==> config.mk <==
export PLATFORM = sky130hd
export DESIGN_NAME = mem_port_arbiter_flat
export DESIGN_NICKNAME = d
export VERILOG_FILES = /design/src/rtl/mem_port_arbiter_if.sv /design/src/rtl/mem_port_arbiter.sv /design/src/flat_wrapper.sv
export SDC_FILE = /design/constraint.sdc
export NUM_CORES = 1
export LEC_CHECK = 0
export ABC_AREA = 1
export CELL_PAD_IN_SITES_DETAIL_PLACEMENT = 1
export CELL_PAD_IN_SITES_GLOBAL_PLACEMENT = 1
export CORE_MARGIN = 2
export CORE_UTILIZATION = 11
export DETAILED_ROUTE_END_ITERATION = 10
export GPL_TIMING_DRIVEN = 0
export PLACE_DENSITY_LB_ADDON = 0.1
export SYNTH_ARGS = -nofsm -noshare
export SYNTH_HDL_FRONTEND = slang
export SYNTH_SLANG_ARGS = --single-unit
export TNS_END_PERCENT = 5
==> constraint.sdc <==
create_clock -name i_clk -period 1.5 [get_ports i_clk]
set_input_delay 0.15 -clock i_clk [delete_from_list [all_inputs] [get_ports i_clk]]
set_output_delay 0.15 -clock i_clk [all_outputs]
set_load 0.05 [all_outputs]
==> src/rtl/mem_port_arbiter_if.sv <==
// Request/response bundle between the IF fetch port, the MEM-stage LSU port and the shared memory.
// slave = arbiter view, master = surrounding pipeline/memory view.
interface mem_port_arbiter_if #(
    parameter int ADDR_W = 32,
    parameter int DATA_W = 32
);
    logic                  i_if_req;
    logic [ADDR_W-1:0]     i_if_addr;
    logic                  o_if_gnt;
    logic                  o_if_rvalid;
    logic [DATA_W-1:0]     o_if_rdata;

    logic                  i_ls_req;
    logic                  i_ls_wren;
    logic [ADDR_W-1:0]     i_ls_addr;
    logic [DATA_W-1:0]     i_ls_wdata;
    logic [DATA_W/8-1:0]   i_ls_bmask;
    logic                  o_ls_gnt;
    logic                  o_ls_rvalid;
    logic [DATA_W-1:0]     o_ls_rdata;

    logic                  o_mem_req;
    logic                  o_mem_wren;
    logic [ADDR_W-1:0]     o_mem_addr;
    logic [DATA_W-1:0]     o_mem_wdata;
    logic [DATA_W/8-1:0]   o_mem_bmask;
    logic                  i_mem_gnt;
    logic                  i_mem_rvalid;
    logic [DATA_W-1:0]     i_mem_rdata;

    logic [31:0]           o_perf_if_wait;
    logic [31:0]           o_perf_ls_wait;

    modport slave (
        input  i_if_req, i_if_addr,
        output o_if_gnt, o_if_rvalid, o_if_rdata,
        input  i_ls_req, i_ls_wren, i_ls_addr, i_ls_wdata, i_ls_bmask,
        output o_ls_gnt, o_ls_rvalid, o_ls_rdata,
        output o_mem_req, o_mem_wren, o_mem_addr, o_mem_wdata, o_mem_bmask,
        input  i_mem_gnt, i_mem_rvalid, i_mem_rdata,
        output o_perf_if_wait, o_perf_ls_wait
    );

    modport master (
        output i_if_req, i_if_addr,
        input  o_if_gnt, o_if_rvalid, o_if_rdata,
        output i_ls_req, i_ls_wren, i_ls_addr, i_ls_wdata, i_ls_bmask,
        input  o_ls_gnt, o_ls_rvalid, o_ls_rdata,
        input  o_mem_req, o_mem_wren, o_mem_addr, o_mem_wdata, o_mem_bmask,
        output i_mem_gnt, i_mem_rvalid, i_mem_rdata,
        input  o_perf_if_wait, o_perf_ls_wait
    );
endinterface

==> src/rtl/mem_port_arbiter.sv <==
// Fetch/LSU arbiter for a single-port memory: LSU-first priority, fetch anti-starvation, one read in flight.
// Optional wait-cycle counters are built when ARB_PERF_CNT_EN is defined.
module mem_port_arbiter #(
    parameter int ADDR_W     = 32,
    parameter int DATA_W     = 32,
    parameter int STARVE_MAX = 4
) (
    input  logic               i_clk,
    input  logic               i_reset,
    mem_port_arbiter_if.slave  bus
);
    localparam int BM_W = DATA_W / 8;
    localparam logic [3:0] STARVE_LIM = 4'(STARVE_MAX);

    typedef enum logic [1:0] {IDLE, RD_IF, RD_LS} state_t;

    state_t     state;
    logic       lock;
    logic       lock_ls;
    logic [3:0] starve_cnt;

    logic pick_ls, sel_ls, sel_if, mem_req, if_gnt, ls_gnt;

    always_comb begin
        pick_ls = bus.i_ls_req && !((starve_cnt == STARVE_LIM) && bus.i_if_req);
        // while locked the choice made at request time is held until memory acks it
        sel_ls  = (state == IDLE) && (lock ? lock_ls  : pick_ls);
        sel_if  = (state == IDLE) && (lock ? !lock_ls : (!pick_ls && bus.i_if_req));
        mem_req = (sel_ls && bus.i_ls_req) || (sel_if && bus.i_if_req);
        if_gnt  = sel_if && bus.i_if_req && bus.i_mem_gnt;
        ls_gnt  = sel_ls && bus.i_ls_req && bus.i_mem_gnt;
    end

    assign bus.o_mem_req   = mem_req;
    assign bus.o_mem_wren  = sel_ls && bus.i_ls_wren;
    assign bus.o_mem_addr  = sel_ls ? bus.i_ls_addr : (sel_if ? bus.i_if_addr : {ADDR_W{1'b0}});
    assign bus.o_mem_wdata = sel_ls ? bus.i_ls_wdata : {DATA_W{1'b0}};
    assign bus.o_mem_bmask = sel_ls ? bus.i_ls_bmask : {BM_W{1'b0}};
    assign bus.o_if_gnt    = if_gnt;
    assign bus.o_ls_gnt    = ls_gnt;

    // responses are only accepted while the matching read is outstanding
    assign bus.o_if_rvalid = (state == RD_IF) && bus.i_mem_rvalid;
    assign bus.o_ls_rvalid = (state == RD_LS) && bus.i_mem_rvalid;
    assign bus.o_if_rdata  = bus.o_if_rvalid ? bus.i_mem_rdata : {DATA_W{1'b0}};
    assign bus.o_ls_rdata  = bus.o_ls_rvalid ? bus.i_mem_rdata : {DATA_W{1'b0}};

    always_ff @(posedge i_clk or posedge i_reset) begin
        if (i_reset) begin
            state      <= IDLE;
            lock       <= 1'b0;
            lock_ls    <= 1'b0;
            starve_cnt <= 4'd0;
        end else begin
            case (state)
                IDLE: begin
                    if (mem_req && !bus.i_mem_gnt) begin
                        lock    <= 1'b1;
                        lock_ls <= sel_ls;
                    end else begin
                        lock    <= 1'b0;
                    end
                    if (if_gnt)                           state <= RD_IF;
                    else if (ls_gnt && !bus.i_ls_wren)    state <= RD_LS;
                end
                RD_IF, RD_LS: if (bus.i_mem_rvalid) state <= IDLE;
                default: state <= IDLE;
            endcase

            if (!bus.i_if_req || if_gnt)
                starve_cnt <= 4'd0;
            else if (ls_gnt && (starve_cnt != STARVE_LIM))
                starve_cnt <= starve_cnt + 4'd1;
        end
    end

`ifdef ARB_PERF_CNT_EN
    logic [31:0] perf_if_wait, perf_ls_wait;

    always_ff @(posedge i_clk or posedge i_reset) begin
        if (i_reset) begin
            perf_if_wait <= 32'd0;
            perf_ls_wait <= 32'd0;
        end else begin
            if (bus.i_if_req && !if_gnt) perf_if_wait <= perf_if_wait + 32'd1;
            if (bus.i_ls_req && !ls_gnt) perf_ls_wait <= perf_ls_wait + 32'd1;
        end
    end

    assign bus.o_perf_if_wait = perf_if_wait;
    assign bus.o_perf_ls_wait = perf_ls_wait;
`else
    assign bus.o_perf_if_wait = 32'd0;
    assign bus.o_perf_ls_wait = 32'd0;
`endif
endmodule

==> src/flat_wrapper.sv <==
// flat-port wrapper written by rule: the top's interface ports become plain ports
module mem_port_arbiter_flat 
#(
    parameter int ADDR_W     = 32,
    parameter int DATA_W     = 32,
    parameter int STARVE_MAX = 4
)
  (i_clk, i_reset, bus_i_if_req, bus_i_if_addr, bus_o_if_gnt, bus_o_if_rvalid, bus_o_if_rdata, bus_i_ls_req, bus_i_ls_wren, bus_i_ls_addr, bus_i_ls_wdata, bus_i_ls_bmask, bus_o_ls_gnt, bus_o_ls_rvalid, bus_o_ls_rdata, bus_o_mem_req, bus_o_mem_wren, bus_o_mem_addr, bus_o_mem_wdata, bus_o_mem_bmask, bus_i_mem_gnt, bus_i_mem_rvalid, bus_i_mem_rdata, bus_o_perf_if_wait, bus_o_perf_ls_wait);
  mem_port_arbiter_if #(.ADDR_W(ADDR_W), .DATA_W(DATA_W)) bus_i ();
  input  logic i_clk;
  input  logic i_reset;
  input wire logic [$bits(bus_i.i_if_req)-1:0] bus_i_if_req;
  input wire logic [$bits(bus_i.i_if_addr)-1:0] bus_i_if_addr;
  output wire logic [$bits(bus_i.o_if_gnt)-1:0] bus_o_if_gnt;
  output wire logic [$bits(bus_i.o_if_rvalid)-1:0] bus_o_if_rvalid;
  output wire logic [$bits(bus_i.o_if_rdata)-1:0] bus_o_if_rdata;
  input wire logic [$bits(bus_i.i_ls_req)-1:0] bus_i_ls_req;
  input wire logic [$bits(bus_i.i_ls_wren)-1:0] bus_i_ls_wren;
  input wire logic [$bits(bus_i.i_ls_addr)-1:0] bus_i_ls_addr;
  input wire logic [$bits(bus_i.i_ls_wdata)-1:0] bus_i_ls_wdata;
  input wire logic [$bits(bus_i.i_ls_bmask)-1:0] bus_i_ls_bmask;
  output wire logic [$bits(bus_i.o_ls_gnt)-1:0] bus_o_ls_gnt;
  output wire logic [$bits(bus_i.o_ls_rvalid)-1:0] bus_o_ls_rvalid;
  output wire logic [$bits(bus_i.o_ls_rdata)-1:0] bus_o_ls_rdata;
  output wire logic [$bits(bus_i.o_mem_req)-1:0] bus_o_mem_req;
  output wire logic [$bits(bus_i.o_mem_wren)-1:0] bus_o_mem_wren;
  output wire logic [$bits(bus_i.o_mem_addr)-1:0] bus_o_mem_addr;
  output wire logic [$bits(bus_i.o_mem_wdata)-1:0] bus_o_mem_wdata;
  output wire logic [$bits(bus_i.o_mem_bmask)-1:0] bus_o_mem_bmask;
  input wire logic [$bits(bus_i.i_mem_gnt)-1:0] bus_i_mem_gnt;
  input wire logic [$bits(bus_i.i_mem_rvalid)-1:0] bus_i_mem_rvalid;
  input wire logic [$bits(bus_i.i_mem_rdata)-1:0] bus_i_mem_rdata;
  output wire logic [$bits(bus_i.o_perf_if_wait)-1:0] bus_o_perf_if_wait;
  output wire logic [$bits(bus_i.o_perf_ls_wait)-1:0] bus_o_perf_ls_wait;
  assign bus_i.i_if_req = bus_i_if_req;
  assign bus_i.i_if_addr = bus_i_if_addr;
  assign bus_o_if_gnt = bus_i.o_if_gnt;
  assign bus_o_if_rvalid = bus_i.o_if_rvalid;
  assign bus_o_if_rdata = bus_i.o_if_rdata;
  assign bus_i.i_ls_req = bus_i_ls_req;
  assign bus_i.i_ls_wren = bus_i_ls_wren;
  assign bus_i.i_ls_addr = bus_i_ls_addr;
  assign bus_i.i_ls_wdata = bus_i_ls_wdata;
  assign bus_i.i_ls_bmask = bus_i_ls_bmask;
  assign bus_o_ls_gnt = bus_i.o_ls_gnt;
  assign bus_o_ls_rvalid = bus_i.o_ls_rvalid;
  assign bus_o_ls_rdata = bus_i.o_ls_rdata;
  assign bus_o_mem_req = bus_i.o_mem_req;
  assign bus_o_mem_wren = bus_i.o_mem_wren;
  assign bus_o_mem_addr = bus_i.o_mem_addr;
  assign bus_o_mem_wdata = bus_i.o_mem_wdata;
  assign bus_o_mem_bmask = bus_i.o_mem_bmask;
  assign bus_i.i_mem_gnt = bus_i_mem_gnt;
  assign bus_i.i_mem_rvalid = bus_i_mem_rvalid;
  assign bus_i.i_mem_rdata = bus_i_mem_rdata;
  assign bus_o_perf_if_wait = bus_i.o_perf_if_wait;
  assign bus_o_perf_ls_wait = bus_i.o_perf_ls_wait;
  mem_port_arbiter #(.ADDR_W(ADDR_W), .DATA_W(DATA_W), .STARVE_MAX(STARVE_MAX)) u_core (.i_clk(i_clk), .i_reset(i_reset), .bus(bus_i));
endmodule
# ---- Yosys cells after proc, flatten, opt, wreduce, memory -nomap -nowiden
# Index checks and enable logic that the tools add are counted.
dict set report totals {
  reg_bits 8
  inputBits 139
  out_inout_bits 202
  elab_cells 54
}
dict set report classes {
  addsub 1
  n_mux 15
  n_reduce_logical 28
  eq_ne 6
}
# op n
set op_table {}
lappend op_table {{two-way mux 32 bit} 5}
lappend op_table {{logical AND 1 bit} 15}
lappend op_table {{two-way mux 4 bit} 3}
lappend op_table {{logical NOT 1 bit} 6}
lappend op_table {{two-way mux 2 bit} 3}
lappend op_table {{adder 4 x 1 -> 4 bit, second input constant} 1}
lappend op_table {{equality test 4 x 3 -> 1 bit, second input constant} 1}
lappend op_table {{inequality test 4 x 3 -> 1 bit, second input constant} 1}
lappend op_table {{one-hot mux 2 bit (2 select lines)} 1}
lappend op_table {{AND reduction 2 bit} 2}
lappend op_table {{two-way mux 1 bit} 3}
lappend op_table {{inequality test 3 x 2 -> 1 bit, second input constant} 1}
lappend op_table {{equality test 2 x 1 -> 1 bit, second input constant} 1}
lappend op_table {{equality test 2 bit, second input constant} 1}
lappend op_table {{logical NOT 2 bit} 1}
lappend op_table {{logical OR 1 bit} 2}
lappend op_table {{inequality test 2 bit, second input constant} 1}
lappend op_table {{nonzero test 2 bit} 1}
lappend op_table {{OR reduction 2 bit} 1}

# ---- Depth between registers and ports, before layout
dict set report logic_depth {
  depth_word 12
  ltp_mapped 11
  depth_no_buf 11
}

# ---- Worst setup path after synthesis
# Ideal clock, no wire load.
dict set report synth_timing {
  path_type {register to output}
  start {reg u_core.starve_cnt[0]}
  end {out bus_o_mem_addr[10]}
  stages_incl_launch_ff 10
  t_required_ns 1.350
  path_buffers 1
  path_slack_ns -0.994
  arrival_time_ns 2.344
  cell_sequence {dfrtp_1 -> inv_1 -> ha_1 -> nand2_1 -> nor2_2 -> o21bai_1 -> nand2_1 -> nand3_2 -> buf_2 -> o21ai_0}
}
dict set report synth_via {
  elab_chain_cells 10
  elab_cells_between_ends 12
  classes_between {eq/ne: 1; mux: 4; reduce/logical: 7}
}
# element line_no
set synth_rtl {}
lappend synth_rtl {{start, declared} mem_port_arbiter.sv:20} ;# logic [3:0] starve_cnt;
lappend synth_rtl {{start signal, assigned} mem_port_arbiter.sv:73} ;# starve_cnt <= starve_cnt + 4'd1;
lappend synth_rtl {{equality test 4 x 3 -> 1 bit (*)} mem_port_arbiter.sv:25} ;# pick_ls = bus.i_ls_req && !((starve_cnt == STARVE_LIM) && bus.i_if_req);
lappend synth_rtl {{logical AND 1 bit (*)} mem_port_arbiter.sv:25}
lappend synth_rtl {{logical NOT 1 bit (*)} mem_port_arbiter.sv:25}
lappend synth_rtl {{logical AND 1 bit (*)} mem_port_arbiter.sv:25}
lappend synth_rtl {{logical NOT 1 bit} mem_port_arbiter.sv:28} ;# sel_if = (state == IDLE) && (lock ? !lock_ls : (!pick_ls && bus.i_if_req));
lappend synth_rtl {{logical AND 1 bit} mem_port_arbiter.sv:28}
lappend synth_rtl {{two-way mux 1 bit} mem_port_arbiter.sv:28}
lappend synth_rtl {{logical AND 1 bit} mem_port_arbiter.sv:28}
lappend synth_rtl {{two-way mux 32 bit} mem_port_arbiter.sv:36} ;# assign bus.o_mem_addr = sel_ls ? bus.i_ls_addr : (sel_if ? bus.i_if_addr : {ADDR_W{1'b0}});
lappend synth_rtl {{two-way mux 32 bit (*)} mem_port_arbiter.sv:36}
lappend synth_rtl {{end, declared} flat_wrapper.sv:27} ;# output wire logic [$bits(bus_i.o_mem_addr)-1:0] bus_o_mem_addr;
# Every way passes the cells marked *; elsewhere a longest branch is shown, timed or not.

# ---- Final worst setup path
# Ends and elaborated chain as after synthesis.

==> impl_metrics.json <==
{
  "status": "finished, violations left",
  "violations": "negative setup slack",
  "path_common_cell": "buf_8",
  "wl_per_cell_um": 13.2,
  "fmax_mhz": 470,
  "layout-drive-gt1-share_pct": 47.9,
  "cts_buffers": 3,
  "required_ns": 1.35,
  "final_util_pct": 35.6,
  "syn-instance-count": 433,
  "dieArea_um2": 21500,
  "cts_root_buffer": "clkbuf_16",
  "path_max_fanout": 6,
  "busiest_layer": "met2",
  "fp.dieW_um": 147,
  "ioPinCount": 341,
  "ys_types": 27,
  "antenna_found_initial": 0,
  "power_mw": 15.6,
  "fin_crit_ns": 2.13,
  "synth_seq_area_share_pct": 8.93,
  "dp_hpwl_um": 11700,
  "critPathBufInv": 4,
  "vias": 3769,
  "gp_congestion": 0.772,
  "drv_slew": 0,
  "intPower_mw": 6.43,
  "grt_setup_unrepaired": "true",
  "fin_worst_skew_ns": 0.00150,
  "hold_class": "in -> async",
  "cts.htree.levels": 1,
  "synth_async_sr_flop_share_pct": 100,
  "multi_input_area_um2": 2070,
  "die_height_um": 147,
  "max_stage_delay_ns": 0.38,
  "fill_cells": 2383,
  "worstSetupPathType": "reg -> out",
  "initial_utilization_pct": 11.2,
  "seq_area_um2": 200,
  "synth_top_area_share_pct": 21.4,
  "cts_tree": "done",
  "via_per_inst": 3.52,
  "power.density_nw_per_um2": 2180,
  "post-route-period-util_pct": 142,
  "nets": 947,
  "setup_viol": 140,
  "ir_worst_vdd_mv": 1.16,
  "power.share.switching_pct": 58.7,
  "power.switching_mw": 9.13,
  "clock_path_buffers": 2,
  "worst_slack_ns": -0.628,
  "pre_cts_slack_ns": -1.23,
  "synth_commonest_cells": "inv_1 (120), nor2_1 (107), buf_4 (64)",
  "clock-sinks": 8,
  "io_buffers": 276,
  "first_pass_iters": 3,
  "synth_most_common_cell": "inv_1",
  "critPathSlowestCell": "dfrtp_1",
  "synth_area_leaders": "buf_4 (21%), inv_1 (20%), nor2_1 (18%)",
  "core_area_um2": 20100,
  "clkLatencyLatePin_ns": 0.23,
  "pwr-share-seq_pct": 2.1,
  "place_area_um2": 6240,
  "synth.cell_area_um2": 2240,
  "end_kind": "output port",
  "dp.cells": 1042,
  "grt_pass1_wl_um": 21400,
  "grt_pass1_vias": 3909,
  "diodes": 0,
  "finalHoldViolations": 0,
  "synth_edf_count": 0,
  "clkPwrFrac_pct": 2.9,
  "track_usage_pct": 12.3,
  "grt_max_degree": 11,
  "synth_top_flop_cell": "dfrtp_1",
  "rows": 52,
  "final_cell_area_um2": 7150,
  "yosysWarnings": 0,
  "syn_to_final_growth_pct": 219,
  "synth_top_cell_by_area": "buf_4",
  "crit_family": "buffers and inverters",
  "use_met2_pct": 24.3,
  "use_met3_pct": 4.19,
  "gr-total-overflow": 0,
  "drc": 0,
  "path_cells": "inv_2, ha_4, nand2_4, nor2_4, o21bai_1, nand2_1, nand3_4, buf_8, buf_12, o21ai_4, buf_8",
  "layoutNonFillerInstCount": 1071,
  "cellLeakagePower_nw": 3.62,
  "use_met1_pct": 12.5,
  "max_cap_viol_count": 0,
  "ant_nets": 0,
  "drt_wl_total_um": 14100,
  "drt_iter0_markers": 65,
  "synth.avg_cell_area_um2": 5.18,
  "ys_seq_elements": 8,
  "clk_pin_slew_ns": 0.04,
  "comb_power_share_pct": 95.1,
  "cp-start-kind": "register",
  "worstPathArrival_ns": 1.98,
  "hold_buffers": 0
}
==> worst reg2reg max path, stage by stage, from the launching register on <==
cell,delay (ns)
dfrtp_1,0.38
inv_2,0.08
ha_4,0.15
nand2_4,0.05
nor2_4,0.11
o21bai_1,0.08
nand2_1,0.11
nand3_4,0.15
buf_4,0.17
buf_4,0.14
buf_4,0.13
o21ai_2,0.18
nor2_1,0.07
nand2_1,0.06
nand2_1,0.05
==> kinds of logic (layout without fill, tap and decap cells) <==
logic type | after synthesis | after routing | share of synthesized area, %
and+or+nand+nor | 173 | 173 | 32.7
xor gates and xnor gates | 1 | 1 | 0.391
other | 1 | 64 | 0.167
adders and majority gates | 5 | 5 | 2.79
buffers and inverters | 205 | 510 | 45.4
AOI/OAI and AO/OA | 40 | 40 | 9.65
DFF | 8 | 8 | 8.93
==> per-layer routing <==
metal / part of all wire [%] / wire length, µm
met3: 11 / 1480
met1: 34 / 4800
met5: 0 / 0
met4: 0.86 / 121
met2: 55 / 7700
==> power by group through the flow <==
stage | Clock (mW) | Combinational [mW] | Sequential, mW
after floorplan | 0 | 8.61 | 0.306
after global placement | 0 | 12.1 | 0.311
after detailed placement | 0 | 12.1 | 0.318
after CTS | 0.456 | 14.6 | 0.319
after global routing | 0.474 | 15.5 | 0.329
final | 0.445 | 14.8 | 0.321
==> sequential cells by signal, summed over array words and instances (netlist names) <==
register           cells
u_core.starve_cnt      4
u_core.state           2
u_core.lock            1
u_core.lock_ls         1
==> area by class of cell <==
cell class	instances	share of cell area, %
Tap cell	270	4.73
Timing Repair Buffer	303	45.9
Sequential cell	8	2.80
Inverter	122	6.41
Clock buffer	3	1.05
Buffer	82	10.1
Multi-Input combinational cell	283	29.0
==> per-stage QoR <==
stage                     setup TNS (ns)  hold WS [ns]
final                             -44.32         0.186
after floorplan                   -32.87       -0.0343
after CTS                         -49.99         0.215
after global placement           -131.39         0.440
after detailed placement         -137.74         0.450
after global routing              -58.97         0.249
==> what timing repair did <==
action | 4_1_cts | 5_1_grt
setup endpoints to repair | 146 | 146
buffers inserted | 20 | 3
resized for setup | 978 | 110
pin swaps | 12 | 7
gates cloned | 4 | 0
endpoints found under the hold margin | 0 | 0
==> cell usage in the layout (no fill, tap or decap), types with 8 or more instances in the layout <==
cell type and n:
clkdlybuf4s50_1 138, inv_1 116, buf_6 106, buf_4 98, conb_1 64, nor2_2 46, nor2_4 36, nand3_1 35
o21ai_4 30, nor2_1 28, buf_8 24, nand2_1 16, buf_12 8, dfrtp_1 8
==> final timing paths <==
path | from | endpoint | slack [ns] | cells past startpoint
worst min register to register | u_core.lock_ls$_DFFE_PP0P_ | u_core.lock_ls$_DFFE_PP0P_ | 0.53 | 2
worst max-delay path | u_core.starve_cnt[0]$_DFFE_PP0P_ | bus_o_mem_addr[10] | -0.63 | 11
min in group i_clk | u_core.lock_ls$_DFFE_PP0P_ | u_core.lock_ls$_DFFE_PP0P_ | 0.53 | 2
worst min-delay path | i_reset | u_core.starve_cnt[1]$_DFFE_PP0P_ | 0.19 | 2
worst max register to register | u_core.starve_cnt[0]$_DFFE_PP0P_ | u_core.starve_cnt[3]$_DFFE_PP0P_ | -0.51 | 14
max in group asynchronous | i_reset | u_core.lock_ls$_DFFE_PP0P_ | 1.06 | 2
Note: power is estimated with default switching activity, not from simulation.
